**src/rtl/imem_arbiter_if.sv**
```systemverilog
// rtl/imem_arbiter_if.sv - fetch, loader and SRAM signal bundle for the instruction memory arbiter
interface imem_arbiter_if #(
    parameter int ADDR_W = 11
);
    // fetch stage
    logic              f_req;
    logic [63:0]       f_addr;
    logic              f_flush;
    logic              f_gnt;
    logic              f_rvalid;
    logic [31:0]       f_rdata;
    logic              f_exc_en;
    logic [3:0]        f_exc_code;
    logic [63:0]       f_exc_val;
    // program loader
    logic              l_req;
    logic              l_we;
    logic [63:0]       l_addr;
    logic [31:0]       l_wdata;
    logic              l_gnt;
    logic              l_rvalid;
    logic [31:0]       l_rdata;
    logic              l_err;
    // synchronous instruction SRAM
    logic              mem_en;
    logic              mem_we;
    logic [ADDR_W-1:0] mem_addr;
    logic [31:0]       mem_wdata;
    logic [31:0]       mem_rdata;

    // environment side: requesters and the SRAM
    modport master (
        output f_req, f_addr, f_flush, l_req, l_we, l_addr, l_wdata, mem_rdata,
        input  f_gnt, f_rvalid, f_rdata, f_exc_en, f_exc_code, f_exc_val,
        input  l_gnt, l_rvalid, l_rdata, l_err,
        input  mem_en, mem_we, mem_addr, mem_wdata
    );

    // arbiter side
    modport slave (
        input  f_req, f_addr, f_flush, l_req, l_we, l_addr, l_wdata, mem_rdata,
        output f_gnt, f_rvalid, f_rdata, f_exc_en, f_exc_code, f_exc_val,
        output l_gnt, l_rvalid, l_rdata, l_err,
        output mem_en, mem_we, mem_addr, mem_wdata
    );
endinterface

```
**src/rtl/imem_arbiter.sv**
```systemverilog
// rtl/imem_arbiter.sv - instruction SRAM arbiter between fetch and loader with fetch fault generation
module imem_arbiter #(
    parameter int MEM_WORDS  = 2048,
    parameter int ADDR_W     = 11,
    parameter int STARVE_MAX = 4
) (
    input  logic           clk,
    input  logic           rst_n,
    imem_arbiter_if.slave  bus
);
    typedef enum logic [1:0] {
        OWN_FETCH  = 2'd0,
        OWN_LOADER = 2'd1,
        OWN_FAULT  = 2'd2,
        OWN_ERR    = 2'd3
    } owner_e;

    localparam logic [63:0] BYTE_LIMIT = 64'(4 * MEM_WORDS);
    localparam int          CNT_W      = $clog2(STARVE_MAX + 1);
    localparam logic [CNT_W-1:0] CNT_MAX = CNT_W'(STARVE_MAX);

    logic [CNT_W-1:0] starve_q, starve_d;
    logic             pend_q, pend_d;
    owner_e           own_q, own_d;
    logic             l_wr_q, l_wr_d;
    logic [3:0]       exc_code_q, exc_code_d;
    logic [63:0]      exc_val_q, exc_val_d;
    logic [31:0]      f_rdata_q, f_rdata_d;
    logic [31:0]      l_rdata_q, l_rdata_d;

    logic f_mis, f_ok, l_ok, f_gnt, l_gnt;

    // Address legality and grant selection; grants are held off while in reset
    always_comb begin
        f_mis = (bus.f_addr[1:0] != 2'b00);
        f_ok  = !f_mis && (bus.f_addr < BYTE_LIMIT);
        l_ok  = (bus.l_addr[1:0] == 2'b00) && (bus.l_addr < BYTE_LIMIT);
        f_gnt = 1'b0;
        l_gnt = 1'b0;
        if (rst_n) begin
            if (bus.f_req && !bus.f_flush && bus.l_req) begin
                f_gnt = (starve_q == CNT_MAX);
                l_gnt = !f_gnt;
            end else begin
                f_gnt = bus.f_req && !bus.f_flush;
                l_gnt = bus.l_req;
            end
        end
    end

    // SRAM drive in the grant cycle; illegal accesses never touch the array
    always_comb begin
        bus.f_gnt     = f_gnt;
        bus.l_gnt     = l_gnt;
        bus.mem_en    = (f_gnt && f_ok) || (l_gnt && l_ok);
        bus.mem_we    = l_gnt && l_ok && bus.l_we;
        bus.mem_addr  = '0;
        bus.mem_wdata = '0;
        if (l_gnt) begin
            bus.mem_addr  = bus.l_addr[ADDR_W+1:2];
            bus.mem_wdata = bus.l_wdata;
        end else if (f_gnt) begin
            bus.mem_addr  = bus.f_addr[ADDR_W+1:2];
        end
    end

    // Next state: starvation counter, response owner tag and captured fault info
    always_comb begin
        starve_d   = starve_q;
        pend_d     = f_gnt || l_gnt;
        own_d      = own_q;
        l_wr_d     = l_wr_q;
        exc_code_d = exc_code_q;
        exc_val_d  = exc_val_q;
        if (!bus.f_req || f_gnt) begin
            starve_d = '0;
        end else if (l_gnt && starve_q != CNT_MAX) begin
            starve_d = starve_q + 1'b1;
        end
        if (f_gnt) begin
            own_d = f_ok ? OWN_FETCH : OWN_FAULT;
            if (!f_ok) begin
                exc_code_d = f_mis ? 4'd0 : 4'd1;
                exc_val_d  = bus.f_addr;
            end
        end else if (l_gnt) begin
            own_d  = l_ok ? OWN_LOADER : OWN_ERR;
            l_wr_d = bus.l_we;
        end
    end

    // Response routing; data outputs hold their last delivered value when idle
    always_comb begin
        bus.f_rvalid   = pend_q && (own_q == OWN_FETCH || own_q == OWN_FAULT) && !bus.f_flush;
        bus.f_exc_en   = bus.f_rvalid && (own_q == OWN_FAULT);
        bus.f_exc_code = exc_code_q;
        bus.f_exc_val  = exc_val_q;
        bus.f_rdata    = f_rdata_q;
        if (bus.f_rvalid) begin
            bus.f_rdata = (own_q == OWN_FAULT) ? 32'h0000_0013 : bus.mem_rdata;
        end
        bus.l_rvalid = pend_q && (own_q == OWN_LOADER || own_q == OWN_ERR);
        bus.l_err    = bus.l_rvalid && (own_q == OWN_ERR);
        bus.l_rdata  = l_rdata_q;
        if (bus.l_rvalid) begin
            bus.l_rdata = (own_q == OWN_LOADER && !l_wr_q) ? bus.mem_rdata : 32'h0;
        end
        f_rdata_d = bus.f_rdata;
        l_rdata_d = bus.l_rdata;
    end

    // State registers; reset drops any pending response
    always_ff @(posedge clk or negedge rst_n) begin
        if (!rst_n) begin
            starve_q   <= '0;
            pend_q     <= 1'b0;
            own_q      <= OWN_FETCH;
            l_wr_q     <= 1'b0;
            exc_code_q <= '0;
            exc_val_q  <= '0;
            f_rdata_q  <= '0;
            l_rdata_q  <= '0;
        end else begin
            starve_q   <= starve_d;
            pend_q     <= pend_d;
            own_q      <= own_d;
            l_wr_q     <= l_wr_d;
            exc_code_q <= exc_code_d;
            exc_val_q  <= exc_val_d;
            f_rdata_q  <= f_rdata_d;
            l_rdata_q  <= l_rdata_d;
        end
    end
endmodule

```
**src/flat_wrapper.sv**
```systemverilog
// flat-port wrapper written by rule: the top's interface ports become plain ports
module imem_arbiter_flat 
#(
    parameter int MEM_WORDS  = 2048,
    parameter int ADDR_W     = 11,
    parameter int STARVE_MAX = 4
)
  (clk, rst_n, bus_f_req, bus_f_addr, bus_f_flush, bus_l_req, bus_l_we, bus_l_addr, bus_l_wdata, bus_mem_rdata, bus_f_gnt, bus_f_rvalid, bus_f_rdata, bus_f_exc_en, bus_f_exc_code, bus_f_exc_val, bus_l_gnt, bus_l_rvalid, bus_l_rdata, bus_l_err, bus_mem_en, bus_mem_we, bus_mem_addr, bus_mem_wdata);
  imem_arbiter_if #(.ADDR_W(ADDR_W)) bus_i ();
  input  logic clk;
  input  logic rst_n;
  input wire logic [$bits(bus_i.f_req)-1:0] bus_f_req;
  input wire logic [$bits(bus_i.f_addr)-1:0] bus_f_addr;
  input wire logic [$bits(bus_i.f_flush)-1:0] bus_f_flush;
  input wire logic [$bits(bus_i.l_req)-1:0] bus_l_req;
  input wire logic [$bits(bus_i.l_we)-1:0] bus_l_we;
  input wire logic [$bits(bus_i.l_addr)-1:0] bus_l_addr;
  input wire logic [$bits(bus_i.l_wdata)-1:0] bus_l_wdata;
  input wire logic [$bits(bus_i.mem_rdata)-1:0] bus_mem_rdata;
  output wire logic [$bits(bus_i.f_gnt)-1:0] bus_f_gnt;
  output wire logic [$bits(bus_i.f_rvalid)-1:0] bus_f_rvalid;
  output wire logic [$bits(bus_i.f_rdata)-1:0] bus_f_rdata;
  output wire logic [$bits(bus_i.f_exc_en)-1:0] bus_f_exc_en;
  output wire logic [$bits(bus_i.f_exc_code)-1:0] bus_f_exc_code;
  output wire logic [$bits(bus_i.f_exc_val)-1:0] bus_f_exc_val;
  output wire logic [$bits(bus_i.l_gnt)-1:0] bus_l_gnt;
  output wire logic [$bits(bus_i.l_rvalid)-1:0] bus_l_rvalid;
  output wire logic [$bits(bus_i.l_rdata)-1:0] bus_l_rdata;
  output wire logic [$bits(bus_i.l_err)-1:0] bus_l_err;
  output wire logic [$bits(bus_i.mem_en)-1:0] bus_mem_en;
  output wire logic [$bits(bus_i.mem_we)-1:0] bus_mem_we;
  output wire logic [$bits(bus_i.mem_addr)-1:0] bus_mem_addr;
  output wire logic [$bits(bus_i.mem_wdata)-1:0] bus_mem_wdata;
  assign bus_i.f_req = bus_f_req;
  assign bus_i.f_addr = bus_f_addr;
  assign bus_i.f_flush = bus_f_flush;
  assign bus_i.l_req = bus_l_req;
  assign bus_i.l_we = bus_l_we;
  assign bus_i.l_addr = bus_l_addr;
  assign bus_i.l_wdata = bus_l_wdata;
  assign bus_i.mem_rdata = bus_mem_rdata;
  assign bus_f_gnt = bus_i.f_gnt;
  assign bus_f_rvalid = bus_i.f_rvalid;
  assign bus_f_rdata = bus_i.f_rdata;
  assign bus_f_exc_en = bus_i.f_exc_en;
  assign bus_f_exc_code = bus_i.f_exc_code;
  assign bus_f_exc_val = bus_i.f_exc_val;
  assign bus_l_gnt = bus_i.l_gnt;
  assign bus_l_rvalid = bus_i.l_rvalid;
  assign bus_l_rdata = bus_i.l_rdata;
  assign bus_l_err = bus_i.l_err;
  assign bus_mem_en = bus_i.mem_en;
  assign bus_mem_we = bus_i.mem_we;
  assign bus_mem_addr = bus_i.mem_addr;
  assign bus_mem_wdata = bus_i.mem_wdata;
  imem_arbiter #(.MEM_WORDS(MEM_WORDS), .ADDR_W(ADDR_W), .STARVE_MAX(STARVE_MAX)) u_core (.clk(clk), .rst_n(rst_n), .bus(bus_i));
endmodule
```
**config.mk**
```make
export PLATFORM = sky130hd
export DESIGN_NAME = imem_arbiter_flat
export DESIGN_NICKNAME = d
export VERILOG_FILES = /design/src/rtl/imem_arbiter_if.sv /design/src/rtl/imem_arbiter.sv /design/src/flat_wrapper.sv
export SDC_FILE = /design/constraint.sdc
export NUM_CORES = 1
export LEC_CHECK = 0
export ABC_AREA = 1
export BUFFER_PORTS_ARGS = -buffer_cell sky130_fd_sc_hd__buf_2
export CAP_MARGIN = 30
export CORE_AREA = 2 2 147 149
export CTS_CLUSTER_DIAMETER = 100
export DETAILED_ROUTE_END_ITERATION = 12
export DIE_AREA = 0 0 149 151
export SLEW_MARGIN = 10
export SYNTH_ARGS = -nofsm -noshare
export SYNTH_HDL_FRONTEND = slang
export SYNTH_SLANG_ARGS = --single-unit
```
**constraint.sdc**
```tcl
create_clock -name clk -period 3.2 [get_ports clk]
set_input_delay 0.16 -clock clk [delete_from_list [all_inputs] [get_ports clk]]
set_output_delay 0.16 -clock clk [all_outputs]
set_load 0.01 [all_outputs]
```
==> impl_metrics.env, run 1 <==
export IMPL_drt_iter0_drc=337
export IMPL_fin_crit_ps=2730
export IMPL_dr_total_vias=6554
export IMPL_viasPerCell=4.459
export IMPL_swShare_pct=29.62
export IMPL_finalNetCount=1381
export IMPL_hold_path_depth=3
export IMPL_end_kind="primary output"
export IMPL_grt_pass1_wl_um=32890
export IMPL_worstHoldStart="bus_f_addr[52]"
export IMPL_grt_overflow_total=0
export IMPL_netlist_area_mm2=0.006093
export IMPL_die_w_um=149
export IMPL_cts_root_buffer="clkbuf_16"
export IMPL_p_leak_nw=5.366
export IMPL_drv_cap=0
export IMPL_synth_seq_cells=136
export IMPL_fin_skew_ps=8.932
export IMPL_setup_viol=0
export IMPL_yosysMostFrequentCell="nand2_1"
export IMPL_irDropWorstVdd_v=0.0003134
export IMPL_cts_tree="yes"
export IMPL_drc_errors=0
export IMPL_tightest_slew_ps=835.5
export IMPL_place_area_mm2=0.008204
export IMPL_grt_max_degree=78
export IMPL_die_h_um=151
export IMPL_power_density_mw_per_mm2=580.3
export IMPL_path_clk_slew_ps=60
export IMPL_rows=53
export IMPL_cts_buffers=17
export IMPL_wl_per_cell_um=14.51
export IMPL_routed_wirelength_um=21330
export IMPL_ys_async_sr_fraction_pct=100.0
export IMPL_fmax_mhz=366.3
export IMPL_hpwlAfterDp_um=15450
export IMPL_die_area_mm2=0.02250
export IMPL_status="finished clean"
export IMPL_core_area_mm2=0.02082
export IMPL_required_ps=3040
export IMPL_p_sw_mw=1.613
export IMPL_synth_edff_count=0
export IMPL_ys_types=26
export IMPL_avgSynthCellArea_um2=7.986
export IMPL_antenna_found_initial=1
export IMPL_worstSetupStartpointType="input pin"
export IMPL_insertion_delay_ps=410
export IMPL_rsz0062_at_grt="false"
export IMPL_maxSlewHeadroom_pct=44.24
export IMPL_setup_ws_ps=469.7
export IMPL_timing_rr_end="u_core.own_q[1]$_DFFE_PN0P_"
export IMPL_finalCritPeriodShare_pct=85.32
export IMPL_hold_viol_final=0
export IMPL_firstDrtPassIters=5
export IMPL_cts_sinks=136
export IMPL_path_max_fanout=40
export IMPL_gp_congestion=0.7982
export IMPL_synth_cells=763
export IMPL_synth_top_area_cell="dfrtp_1"
export IMPL_final_area_mm2=0.009384
export IMPL_clk_path_buf_depth=2
export IMPL_r2r_cells=10
export IMPL_ys_seq_area_share_pct=55.85
export IMPL_io_buffers=377
export IMPL_synth_commonest_cells="nand2_1 (264), dfrtp_1 (136), nor2_1 (104)"
export IMPL_grt_pass1_vias=6344
export IMPL_synth_top_cells_by_area="dfrtp_1 (56%), nand2_1 (16%), nor2_1 (6.4%), nand3_1 (6.1%), o21ai_0 (5.3%)"
export IMPL_gr_usage_all_layers_pct=18.64
export IMPL_clock_power_share_pct=38.3
export IMPL_synthFlopType="dfrtp_1"
export IMPL_drive_gt1_share_pct=35.68
export IMPL_ant_nets=0
export IMPL_p_seq_share_pct=39.1
export IMPL_synth_top_area_share_pct=55.85
export IMPL_htree_levels=4
export IMPL_hold_path_class="input pin to register"
export IMPL_r2r_slack_ps=1070
export IMPL_io_pins=381
export IMPL_crit_type="input pin to primary output"
export IMPL_holdPathEnd="u_core.bus.f_exc_val[52]$_DFFE_PN0P_"
export IMPL_cp_arrival_ps=2570
export IMPL_rr_startpoint="u_core.starve_q[0]$_DFFE_PN0P_"
export IMPL_area_growth_pct=54.00
export IMPL_dp_slack_ps=915.9
export IMPL_yosys_warnings=0
export IMPL_initial_core_util_pct=29.26
export IMPL_combPwrFrac_pct=22.6
export IMPL_tns_ps=0
export IMPL_power_internal_mw=3.832
export IMPL_maxSlewViolCount=0
==> registers in the layout, summed over array words and instances (netlist names) <==
signal and count:
u_core.l_rdata_q 32, u_core.pend_q 1, u_core.own_q 2, u_core.bus.f_exc_val 64, u_core.starve_q 3, u_core.f_rdata_q 32
u_core.l_wr_q 1, u_core.bus.f_exc_code 1
==> power groups by stage <==
stage / combinational, mW / sequential [mW] / clock [mW]
after floorplan: 0.479 / 2.22 / 0
after global placement: 1.17 / 2.15 / 0
after detailed placement: 1.19 / 2.15 / 0
after CTS: 1.24 / 2.13 / 2.14
after global routing: 1.38 / 2.16 / 2.21
final: 1.23 / 2.13 / 2.09
==> metrics by stage <==
step	utilization, %	cells	hold slack (ps)	total power, mW
final	45.07	1470	23.19	5.446
after global routing	45.07	1470	22.39	5.752
after CTS	45.00	1468	0.2929	5.503
after detailed placement	39.40	1382	99.49	3.338
after global placement	39.40	1382	95.90	3.322
after floorplan	-	765	-135.6	2.704
==> cells by family (layout without fill, tap and decap cells) <==
kind of cell | after synthesis | after routing | share of synthesized area (%)
simple gates | 453 | 453 | 29.84
flops | 136 | 136 | 55.85
buf+inv | 91 | 520 | 6.488
compound gates | 80 | 80 | 7.351
fa+ha+maj | 2 | 2 | 0.4106
other cells | 1 | 4 | 0.06154
==> what timing repair did <==
| item | CTS | global route |
|---|---|---|
| hold buffers | 54 | 0 |
| setup buffers | 0 | 0 |
| gates resized for setup | 0 | 0 |
| endpoints found under the hold margin | 88 | 0 |
==> cells in the final DEF, fill, tap and decap left out, types with 2 or more instances in the layout <==
cell / instances
nor3_1: 2
a21oi_1: 2
nand4_1: 2
clkinvlp_4: 2
inv_1: 45
buf_6: 2
dlygate4sd3_1: 54
buf_4: 8
o21ai_0: 65
nor2_1: 104
clkinv_2: 3
bufinv_16: 4
a22o_1: 11
nor2_2: 2
clkbuf_16: 17
nand2_1: 264
nand3_1: 73
buf_2: 376
nand2_2: 2
ha_1: 2
dfrtp_1: 136
inv_6: 3
conb_1: 3
==> worst max-delay path, cell delays in order <==
cell           delay, ps
dlygate4sd3_1        540
buf_6                330
nand2_1              120
o21ai_2              660
clkinv_1             150
buf_4                280
nor2_1               140
buf_2                140
==> layer usage <==
metal  track usage [%]  vias to the layer above  routed length, µm
li1                  -                     3247                  -
met1             23.57                     2996               9110
met2             30.97                      281              10180
met3             4.759                       30               1558
met4             6.714                        0                478
met5                 0                        -                  0
==> cell type report <==
| class | count | area [µm²] |
|---|---|---|
| fill | 2068 | 11440 |
| sequential | 136 | 3403 |
| timing repair buffer | 441 | 2525 |
| multi-input combinational | 538 | 2307 |
| clock buffer | 18 | 429.2 |
| tap | 275 | 344.1 |
| clock inverter | 14 | 196.4 |
| inverter | 47 | 176.4 |
| antenna | 1 | 2.502 |
==> worst max path at each step <==
| stage | slack [ps] | cells after the start | startpoint | to |
|---|---|---|---|---|
| after detailed placement | 920 | 10 | u_core.starve_q[0]$_DFFE_PN0P_ | bus_mem_en |
| after CTS | 450 | 8 | rst_n | bus_mem_wdata[20] |
| after global placement | 950 | 10 | u_core.starve_q[0]$_DFFE_PN0P_ | bus_mem_en |
| after global routing | 220 | 10 | u_core.starve_q[0]$_DFFE_PN0P_ | bus_mem_en |
| after floorplan | 1440 | 8 | u_core.starve_q[0]$_DFFE_PN0P_ | bus_mem_we |
| final | 470 | 8 | rst_n | bus_mem_wdata[20] |
No activity file was read; power rests on OpenSTA's default activity.
==> inputs of run 2 (changes only) <==
CELL_PAD_IN_SITES_DETAIL_PLACEMENT = 0   (was unset)
CELL_PAD_IN_SITES_GLOBAL_PLACEMENT = 1   (was unset)
CORE_AREA = 2 2 148 150   (was 2 2 147 149)
DIE_AREA = 0 0 150 152   (was 0 0 149 151)
PLACE_DENSITY_LB_ADDON = 0.1   (was unset)
==> impl_metrics.env, run 2 (synthesis results as in run 1) <==
export IMPL_drv_cap=0
export IMPL_rr_startpoint="u_core.starve_q[0]$_DFFE_PN0P_"
export IMPL_r2r_slack_ps=950
export IMPL_drt_iter0_drc=297
export IMPL_die_area_mm2=0.02280
export IMPL_cts_root_buffer="clkbuf_16"
export IMPL_fin_crit_ps=2801
export IMPL_grt_pass1_wl_um=35130
export IMPL_hpwlAfterDp_um=17070
export IMPL_timing_rr_end="u_core.bus.f_exc_val[14]$_DFFE_PN0P_"
export IMPL_die_w_um=150
export IMPL_ant_nets=0
export IMPL_fin_skew_ps=8.771
export IMPL_status="finished clean"
export IMPL_grt_overflow_total=0
export IMPL_power_density_mw_per_mm2=574.9
export IMPL_multi_input_area_mm2=0.002307
export IMPL_routed_wirelength_um=23000
export IMPL_grt_pass1_vias=6433
export IMPL_fmax_mhz=357.0
export IMPL_io_buffers=377
export IMPL_setup_ws_ps=398.8
export IMPL_gr_usage_all_layers_pct=19.96
export IMPL_dr_total_vias=6490
export IMPL_regArea_mm2=0.003403
export IMPL_hold_viol_final=0
export IMPL_htree_levels=4
export IMPL_cts_sinks=136
export IMPL_dp_slack_ps=779.2
export IMPL_clk_path_buf_depth=2
export IMPL_cts_buffers=17
export IMPL_wl_per_cell_um=15.41
export IMPL_maxSlewViolCount=0
export IMPL_cts_resized=0
export IMPL_viasPerCell=4.350
export IMPL_cts_tree="yes"
export IMPL_crit_type="register to primary output"
export IMPL_end_kind="primary output"
export IMPL_maxSlewHeadroom_pct=44.83
export IMPL_drc_errors=0
export IMPL_gp_congestion=0.8049
export IMPL_antenna_found_initial=2
export IMPL_firstDrtPassIters=5
export IMPL_area_growth_pct=57.17
export IMPL_cp_arrival_ps=2640
export IMPL_finalCritPeriodShare_pct=87.54
export IMPL_io_pins=381
export IMPL_path_clk_slew_ps=60
export IMPL_worstSetupStartpointType="register"
export IMPL_r2r_cells=9
export IMPL_die_h_um=152
export IMPL_initial_core_util_pct=28.54
export IMPL_p_leak_nw=5.449
export IMPL_tns_ps=0
export IMPL_irDropWorstVdd_v=0.0002739
export IMPL_drive_gt1_share_pct=35.59
export IMPL_layout_common_cells="buf_2 (376), nand2_1 (264), dfrtp_1 (136)"
export IMPL_cp_endpoint="bus_mem_wdata[6]"
export IMPL_core_area_mm2=0.02135
export IMPL_largest_reg_flops=64
export IMPL_grt_max_degree=68
export IMPL_tightest_slew_ps=827.6
export IMPL_rsz0062_at_grt="false"
export IMPL_path_max_fanout=26
export IMPL_fill_cells=2279
export IMPL_hold_path_class="input pin to register"
export IMPL_rows=54
export IMPL_startpoint="u_core.starve_q[0]$_DFFE_PN0P_"
export IMPL_setup_viol=0
export IMPL_finalNetCount=1398
export IMPL_insertion_delay_ps=420
export IMPL_post_cts_buffers=0
export IMPL_required_ps=3040
export IMPL_mostFrequentLayoutCell="buf_2"
## run 2: critical path, cell delays in order (launching register included)
cell and delay, ps:
dfrtp_1 360, inv_1 60, ha_1 190, nand2_1 80, nand3_1 170, o21ai_2 120
clkinv_1 580, buf_4 420, nor2_1 90, buf_2 140
## run 2: how the worst min path moves through the flow
stage | start | end | depth (start not counted)
6_report | bus_mem_rdata[1] | u_core.l_rdata_q[1]$_DFF_PN0_ | 3
3_5_place_dp | rst_n | u_core.bus.f_exc_val[2]$_DFFE_PN0P_ | 1
5_1_grt | bus_mem_rdata[1] | u_core.l_rdata_q[1]$_DFF_PN0_ | 3
2_1_floorplan | rst_n | u_core.bus.f_exc_code[0]$_DFFE_PN0P_ | 0
4_1_cts | bus_mem_rdata[1] | u_core.l_rdata_q[1]$_DFF_PN0_ | 3
3_3_place_gp | rst_n | u_core.bus.f_exc_val[5]$_DFFE_PN0P_ | 1
## run 2: cell type report
| type | count | share of cell area (%) |
|---|---|---|
| timing repair buffer | 458 | 28.29 |
| tap | 280 | 3.658 |
| sequential | 136 | 35.54 |
| inverter | 47 | 1.842 |
| multi-input combinational | 538 | 24.09 |
| antenna | 1 | 0.02613 |
| clock inverter | 15 | 2.117 |
| clock buffer | 17 | 4.442 |
## run 2: power breakdown
group / internal, mW / switching, mW / leakage [nW]
logic: 0.527 / 0.731 / 3.38
clock network: 1.26 / 0.856 / 0.304
registers: 2.01 / 0.119 / 1.77
total: 3.80 / 1.71 / 5.45
## run 2: stage by stage
stage	cell area, µm²	util, %	hold WS, ps	total power [mW]	instances
after detailed placement	8248	38.63	-27.97	3.373	1391
after floorplan	6101	-	-135.6	2.704	765
after global placement	8220	38.50	-25.22	3.351	1390
after global routing	9574	44.84	11.04	5.802	1491
after CTS	9547	44.71	0.1045	5.579	1490
final	9577	44.85	21.41	5.506	1492
## run 2: per-layer routing
| layer | global-route usage (%) | up-vias | part of all wire (%) |
|---|---|---|---|
| met5 | 0 | - | 0 |
| met4 | 6.424 | 0 | 2.1 |
| met3 | 5.435 | 29 | 6.9 |
| met2 | 35.18 | 239 | 50 |
| met1 | 23.32 | 2929 | 41 |
| li1 | - | 3293 | - |
## run 2: repair_timing
item | 4_1_cts | 5_1_grt
hold buffers | 67 | 0
endpoints found under the hold margin | 73 | 0
endpoints found under the setup margin | 0 | 0
